File: config.mk
export PLATFORM = sky130hd
export DESIGN_NAME = load_store_unit
export DESIGN_NICKNAME = d
export VERILOG_FILES = /design/src/rtl/lsu_pkg.sv /design/src/rtl/lsu_align.sv /design/src/rtl/load_store_unit.sv
export SDC_FILE = /design/constraint.sdc
export NUM_CORES = 1
export LEC_CHECK = 0
export BUFFER_PORTS_ARGS = -buffer_cell sky130_fd_sc_hd__buf_2
export CELL_PAD_IN_SITES_DETAIL_PLACEMENT = 2
export CELL_PAD_IN_SITES_GLOBAL_PLACEMENT = 2
export CORE_ASPECT_RATIO = 2
export CORE_MARGIN = 5
export CORE_UTILIZATION = 25
export CTS_BUF_LIST = sky130_fd_sc_hd__clkbuf_4 sky130_fd_sc_hd__clkbuf_8
export DETAILED_ROUTE_END_ITERATION = 16
export PLACE_DENSITY = 0.79
export SYNTH_ARGS = -nofsm -noshare
export SYNTH_HDL_FRONTEND = slang
export SYNTH_SLANG_ARGS = --single-unit
File: constraint.sdc
create_clock -name clk -period 6.4 [get_ports clk]
set_input_delay 0.32 -clock clk [delete_from_list [all_inputs] [get_ports clk]]
set_output_delay 0.32 -clock clk [all_outputs]
set_load 0.01 [all_outputs]
File: src/rtl/lsu_pkg.sv
// Shared encodings, widths and lane helpers for the load/store unit.
package lsu_pkg;

  localparam int unsigned XLEN   = 32;
  localparam int unsigned LANE_W = 8;
  localparam int unsigned LANES  = XLEN / LANE_W;
  localparam int unsigned CNT_W  = 8;

  typedef enum logic [2:0] {
    OP_LB  = 3'b000,
    OP_LH  = 3'b001,
    OP_LW  = 3'b010,
    OP_SW  = 3'b011,
    OP_LBU = 3'b100,
    OP_LHU = 3'b101,
    OP_SB  = 3'b110,
    OP_SH  = 3'b111
  } op_e;

  typedef enum logic [1:0] {
    S_IDLE = 2'd0,
    S_REQ  = 2'd1,
    S_DONE = 2'd2,
    S_ERR  = 2'd3
  } state_e;

  localparam logic [LANES-1:0] BE_BYTE    = 4'b0001;
  localparam logic [LANES-1:0] BE_HALF_LO = 4'b0011;
  localparam logic [LANES-1:0] BE_HALF_HI = 4'b1100;
  localparam logic [LANES-1:0] BE_WORD    = 4'b1111;

  function automatic logic is_store(input op_e op);
    return (op == OP_SW) || (op == OP_SB) || (op == OP_SH);
  endfunction

  function automatic logic is_half(input op_e op);
    return (op == OP_LH) || (op == OP_LHU) || (op == OP_SH);
  endfunction

  function automatic logic is_word(input op_e op);
    return (op == OP_LW) || (op == OP_SW);
  endfunction

  function automatic logic misaligned(input op_e op, input logic [1:0] off);
    return (is_half(op) && off[0]) || (is_word(op) && (off != 2'b00));
  endfunction

  function automatic logic [LANES-1:0] byte_en(input op_e op, input logic [1:0] off);
    if (is_word(op)) return BE_WORD;
    if (is_half(op)) return off[1] ? BE_HALF_HI : BE_HALF_LO;
    return BE_BYTE << off;
  endfunction

endpackage

File: src/rtl/lsu_align.sv
// Combinational lane steering: store replication and load extract/extend.
module lsu_align
  import lsu_pkg::*;
(
  input  op_e              st_op,
  input  logic [XLEN-1:0]  st_data,
  input  op_e              ld_op,
  input  logic [1:0]       ld_off,
  input  logic [XLEN-1:0]  rdata,
  output logic [XLEN-1:0]  wdata_c,
  output logic [XLEN-1:0]  ld_data_c
);

  logic [LANE_W-1:0]   byte_sel;
  logic [2*LANE_W-1:0] half_sel;

  always_comb begin
    byte_sel = rdata[{ld_off, 3'b000} +: LANE_W];
    half_sel = ld_off[1] ? rdata[XLEN-1:2*LANE_W] : rdata[2*LANE_W-1:0];
    case (ld_op)
      OP_LB:   ld_data_c = {{(XLEN-LANE_W){byte_sel[LANE_W-1]}}, byte_sel};
      OP_LBU:  ld_data_c = {{(XLEN-LANE_W){1'b0}}, byte_sel};
      OP_LH:   ld_data_c = {{(XLEN-2*LANE_W){half_sel[2*LANE_W-1]}}, half_sel};
      OP_LHU:  ld_data_c = {{(XLEN-2*LANE_W){1'b0}}, half_sel};
      default: ld_data_c = rdata;
    endcase
  end

  // Narrow stores are replicated so every enabled lane sees the right bytes.
  always_comb begin
    case (st_op)
      OP_SB:   wdata_c = {LANES{st_data[LANE_W-1:0]}};
      OP_SH:   wdata_c = {(LANES/2){st_data[2*LANE_W-1:0]}};
      default: wdata_c = st_data;
    endcase
  end

endmodule

File: src/rtl/load_store_unit.sv
// MEM-stage load/store unit: address add, alignment check, req/ack bus FSM
// with timeout, registered results and error pulses.
module load_store_unit
  import lsu_pkg::*;
#(
  parameter int unsigned TIMEOUT = 255
) (
  input  logic              clk,
  input  logic              rst,
  input  logic              start,
  input  logic [2:0]        op,
  input  logic [XLEN-1:0]   base,
  input  logic [XLEN-1:0]   ext_imm,
  input  logic [XLEN-1:0]   store_data,
  output logic              busy,
  output logic              done,
  output logic [XLEN-1:0]   load_data,
  output logic              addr_err,
  output logic              bus_err,
  output logic              mem_req,
  output logic              mem_we,
  output logic [XLEN-1:0]   mem_addr,
  output logic [LANES-1:0]  mem_be,
  output logic [XLEN-1:0]   mem_wdata,
  input  logic              mem_ack,
  input  logic [XLEN-1:0]   mem_rdata
);

  state_e             state;
  op_e                op_q;
  logic [1:0]         off_q;
  logic [CNT_W-1:0]   cnt;
  op_e                op_in;
  logic [XLEN-1:0]    ea_c;
  logic [XLEN-1:0]    wdata_c;
  logic [XLEN-1:0]    ld_data_c;

  assign op_in = op_e'(op);
  assign ea_c  = base + ext_imm;

  lsu_align u_align (
    .st_op     (op_in),
    .st_data   (store_data),
    .ld_op     (op_q),
    .ld_off    (off_q),
    .rdata     (mem_rdata),
    .wdata_c   (wdata_c),
    .ld_data_c (ld_data_c)
  );

  // Bus timeout is routed through ERR so busy covers the bus_err cycle.
  always_ff @(posedge clk or posedge rst) begin
    if (rst) begin
      state     <= S_IDLE;
      op_q      <= OP_LB;
      off_q     <= 2'b00;
      cnt       <= '0;
      busy      <= 1'b0;
      done      <= 1'b0;
      load_data <= '0;
      addr_err  <= 1'b0;
      bus_err   <= 1'b0;
      mem_req   <= 1'b0;
      mem_we    <= 1'b0;
      mem_addr  <= '0;
      mem_be    <= '0;
      mem_wdata <= '0;
    end else begin
      case (state)
        S_IDLE: begin
          if (start) begin
            op_q  <= op_in;
            off_q <= ea_c[1:0];
            busy  <= 1'b1;
            if (misaligned(op_in, ea_c[1:0])) begin
              addr_err <= 1'b1;
              state    <= S_ERR;
            end else begin
              mem_req   <= 1'b1;
              mem_we    <= is_store(op_in);
              mem_addr  <= {ea_c[XLEN-1:2], 2'b00};
              mem_be    <= byte_en(op_in, ea_c[1:0]);
              mem_wdata <= is_store(op_in) ? wdata_c : '0;
              cnt       <= CNT_W'(1);
              state     <= S_REQ;
            end
          end
        end
        S_REQ: begin
          if (mem_ack) begin
            mem_req <= 1'b0;
            done    <= 1'b1;
            cnt     <= '0;
            if (!is_store(op_q)) load_data <= ld_data_c;
            state   <= S_DONE;
          end else if (cnt == CNT_W'(TIMEOUT)) begin
            mem_req <= 1'b0;
            bus_err <= 1'b1;
            cnt     <= '0;
            state   <= S_ERR;
          end else begin
            cnt <= cnt + CNT_W'(1);
          end
        end
        S_DONE: begin
          done  <= 1'b0;
          busy  <= 1'b0;
          state <= S_IDLE;
        end
        S_ERR: begin
          addr_err <= 1'b0;
          bus_err  <= 1'b0;
          busy     <= 1'b0;
          state    <= S_IDLE;
        end
        default: state <= S_IDLE;
      endcase
    end
  end

endmodule

==> flow_metrics.env <==
export IMPL_status="completed"
export IMPL_place_area_um2=8610
export IMPL_clkLatencyLatePin_ns=0.46
export IMPL_drc=0
export IMPL_routedWlPerCell_um=20.8
export IMPL_gr_usage_all_layers=0.181
export IMPL_finalPower_mw=3.56
export IMPL_grt_pass1_vias=8154
export IMPL_synth_edf_count=0
export IMPL_portBuffers=238
export IMPL_cts_max_level=4
export IMPL_fin_area_um2=9030
export IMPL_worst_path_stages=4
export IMPL_path_max_fanout=33
export IMPL_max_stage_delay_ns=1.17
export IMPL_pin_count=241
export IMPL_pwr_density_cell_nw_per_um2=394
export IMPL_start_util=0.252
export IMPL_syn_area_um2=7110
export IMPL_die_area_um2=32100
export IMPL_slew_headroom=0.264
export IMPL_die_h_um=249
export IMPL_drt_first_pass_iters=4
export IMPL_peakVddDrop_mv=0.145
export IMPL_grt_max_degree=77
export IMPL_min_period_ns=3.20
export IMPL_rr_worst_depth=4
export IMPL_worst_pin_slew_ns=1.10
export IMPL_synth_cells=815
export IMPL_crit_arrival_ns=3.49
export IMPL_whs_path_depth=3
export IMPL_antenna_found_initial=2
export IMPL_fin_setup_tns_ns=0
export IMPL_core_area_um2=28200
export IMPL_crit_family="simple AND/OR/NAND/NOR gates"
export IMPL_cp_num_buf_inv=0
export IMPL_cts_inserted_buffers=17
export IMPL_final_setup_viol_count=0
export IMPL_post_cts_buffers=0
export IMPL_setup_ws_ns=3.20
export IMPL_slew_violations=0
export IMPL_synthArstFlopShare=1.00
export IMPL_start_kind="flip-flop"
export IMPL_holdWs_ns=0.118
export IMPL_cp_end_kind="flip-flop"
export IMPL_critical_path_required_ns=6.69
export IMPL_cts_sinks=119
export IMPL_crit_type="flip-flop to flip-flop"
export IMPL_drt_iter0_drc=190
export IMPL_synth_ff_type="dfrtp_1"
export IMPL_clockBufferDepth=2
export IMPL_via_per_inst=5.04
export IMPL_post_place_ws_ns=3.12
export IMPL_cts_clk_slew_worst_paths_ns=0.07
export IMPL_fin_nets=1200
export IMPL_hold_viol=0
export IMPL_cp_cell_sequence="nor2b_1, nand3_1, nor2_1, a21oi_1"
export IMPL_p_leak_nw=4.45
export IMPL_avgSynthCellArea_um2=8.73
export IMPL_cts_tree="built"
export IMPL_gp_congestion=0.837
export IMPL_fillers=3288
export IMPL_vias=7067
export IMPL_chipWidth_um=129
export IMPL_clockRootBuffer="clkbuf_8"
export IMPL_ant_nets=0
export IMPL_fin_worst_skew_ns=0.0103
export IMPL_grt_remaining_overflow=0
export IMPL_ys_seq_elements=119
export IMPL_rows=87
export IMPL_wl_um=29200
export IMPL_yosysUniqueCellTypes=62
export IMPL_rsz0062_at_grt="no"
export IMPL_fmax_ghz=0.313
export IMPL_ys_seq_area_frac=0.419
export IMPL_area_delta_synth_final_pct=27.0
export IMPL_cts_hold_buffers=1
export IMPL_yosysWarnings=0
export IMPL_drive_above_1_share=0.284
export IMPL_crit_slowest_cell="nor2_1"
export IMPL_postCtsResizedCells=0
export IMPL_grt_pass1_wl_um=44900
export IMPL_hpwlAfterDp_um=23500
export IMPL_cap_violations=0
export IMPL_final_cell_mix="238 x buf_2, 133 x nand2_1, 119 x dfrtp_1, 93 x a21oi_1, 70 x nor2_1"
export IMPL_hold_class="input pin to flip-flop"
export IMPL_fin_crit_sh=0.500
export IMPL_layout_commonest_cell="buf_2"
worst min-delay path, delay by kind of cell:
kind	cells	cell delay, ns
AND/OR/NAND/NOR	1	0.06
buffers and inverters	1	0.11
AO/OA/AOI/OAI	1	0.06
cell usage after synthesis, types with 4 or more instances:
cell type | count | area, um^2
nand2_1 | 134 | 503
dfrtp_1 | 119 | 2980
a21oi_1 | 93 | 465
nor2_1 | 70 | 263
o21ai_0 | 61 | 305
clkbuf_1 | 33 | 124
ha_1 | 32 | 400
o21ai_1 | 30 | 150
mux2i_1 | 29 | 290
xor2_1 | 23 | 201
inv_1 | 14 | 52.6
nand2b_1 | 13 | 81.3
xnor2_1 | 12 | 105
a21o_1 | 11 | 82.6
a31oi_1 | 11 | 68.8
a22o_1 | 10 | 87.6
nand4_1 | 10 | 62.6
nand3_1 | 9 | 45.0
nor3_1 | 9 | 45.0
buf_2 | 7 | 35.0
buf_1 | 6 | 22.5
o211ai_1 | 6 | 45.0
and3_1 | 5 | 31.3
mux2_2 | 4 | 45.0
nor2b_1 | 4 | 25.0
o221ai_1 | 4 | 35.0
o31ai_1 | 4 | 30.0
layer usage:
layer,global-route usage,vias to the layer above,part of all wire,wire (um)
li1,-,3304,-,-
met1,0.165,3523,0.33,9680
met2,0.370,191,0.59,17200
met3,0.0311,49,0.042,1220
met4,0.0820,0,0.038,1100
met5,0,-,0,0
power by group:
group	switching [mW]	internal (mW)
combinational	0.960	0.587
sequential	0.229	1.07
clock	0.322	0.397
total	1.51	2.05
final timing paths:
path	startpoint	to	slack (ns)
worst min-delay path	mem_rdata[18]	load_data[18]	0.12
worst max-delay path	state[0]	load_data[19]	3.20
min in group asynchronous	rst	mem_addr[3]	0.54
worst max register to register	state[0]	load_data[19]	3.20
worst min register to register	mem_addr[30]	mem_addr[30]	0.48
max in group asynchronous	rst	load_data[9]	4.52
cell families (layout without fill, tap and decap cells):
family                   after synthesis  in the layout  synth area share
AO/OA/AOI/OAI                        260            260             0.223
XOR/XNOR                              35             35            0.0431
adder cells (fa/ha/maj)               33             33            0.0591
buffers and inverters                 63            291            0.0355
flip-flops                           119            119             0.419
multiplexers                          36             36            0.0566
other                                  1              5          0.000527
AND/OR/NAND/NOR                      268            268             0.163
flip-flops by register name, indices dropped and copies added, names as in the netlist, 2 cells and up:
name	count
cnt	8
load_data	32
mem_addr	30
mem_be	4
mem_wdata	32
off_q	2
op_q	3
state	2
layout make-up:
type / instances / area, um^2 / share of cell area
antenna: 3 / 7.51 / 0.000831
timing repair buffer: 245 / 1250 / 0.138
tap: 356 / 445 / 0.0493
clock buffer: 23 / 310 / 0.0343
clock inverter: 8 / 95.1 / 0.0105
multi-input combinational: 634 / 3890 / 0.431
inverter: 15 / 58.8 / 0.00651
sequential: 119 / 2980 / 0.330
metrics by stage:
| stage | util | std cells |
|---|---|---|
| 6_report | 0.320 | 1403 |
| 2_1_floorplan | - | 816 |
| 3_5_place_dp | 0.305 | 1368 |
| 5_1_grt | 0.320 | 1402 |
| 3_3_place_gp | 0.305 | 1368 |
| 4_1_cts | 0.320 | 1400 |
No activity file was read; power rests on OpenSTA's default activity.
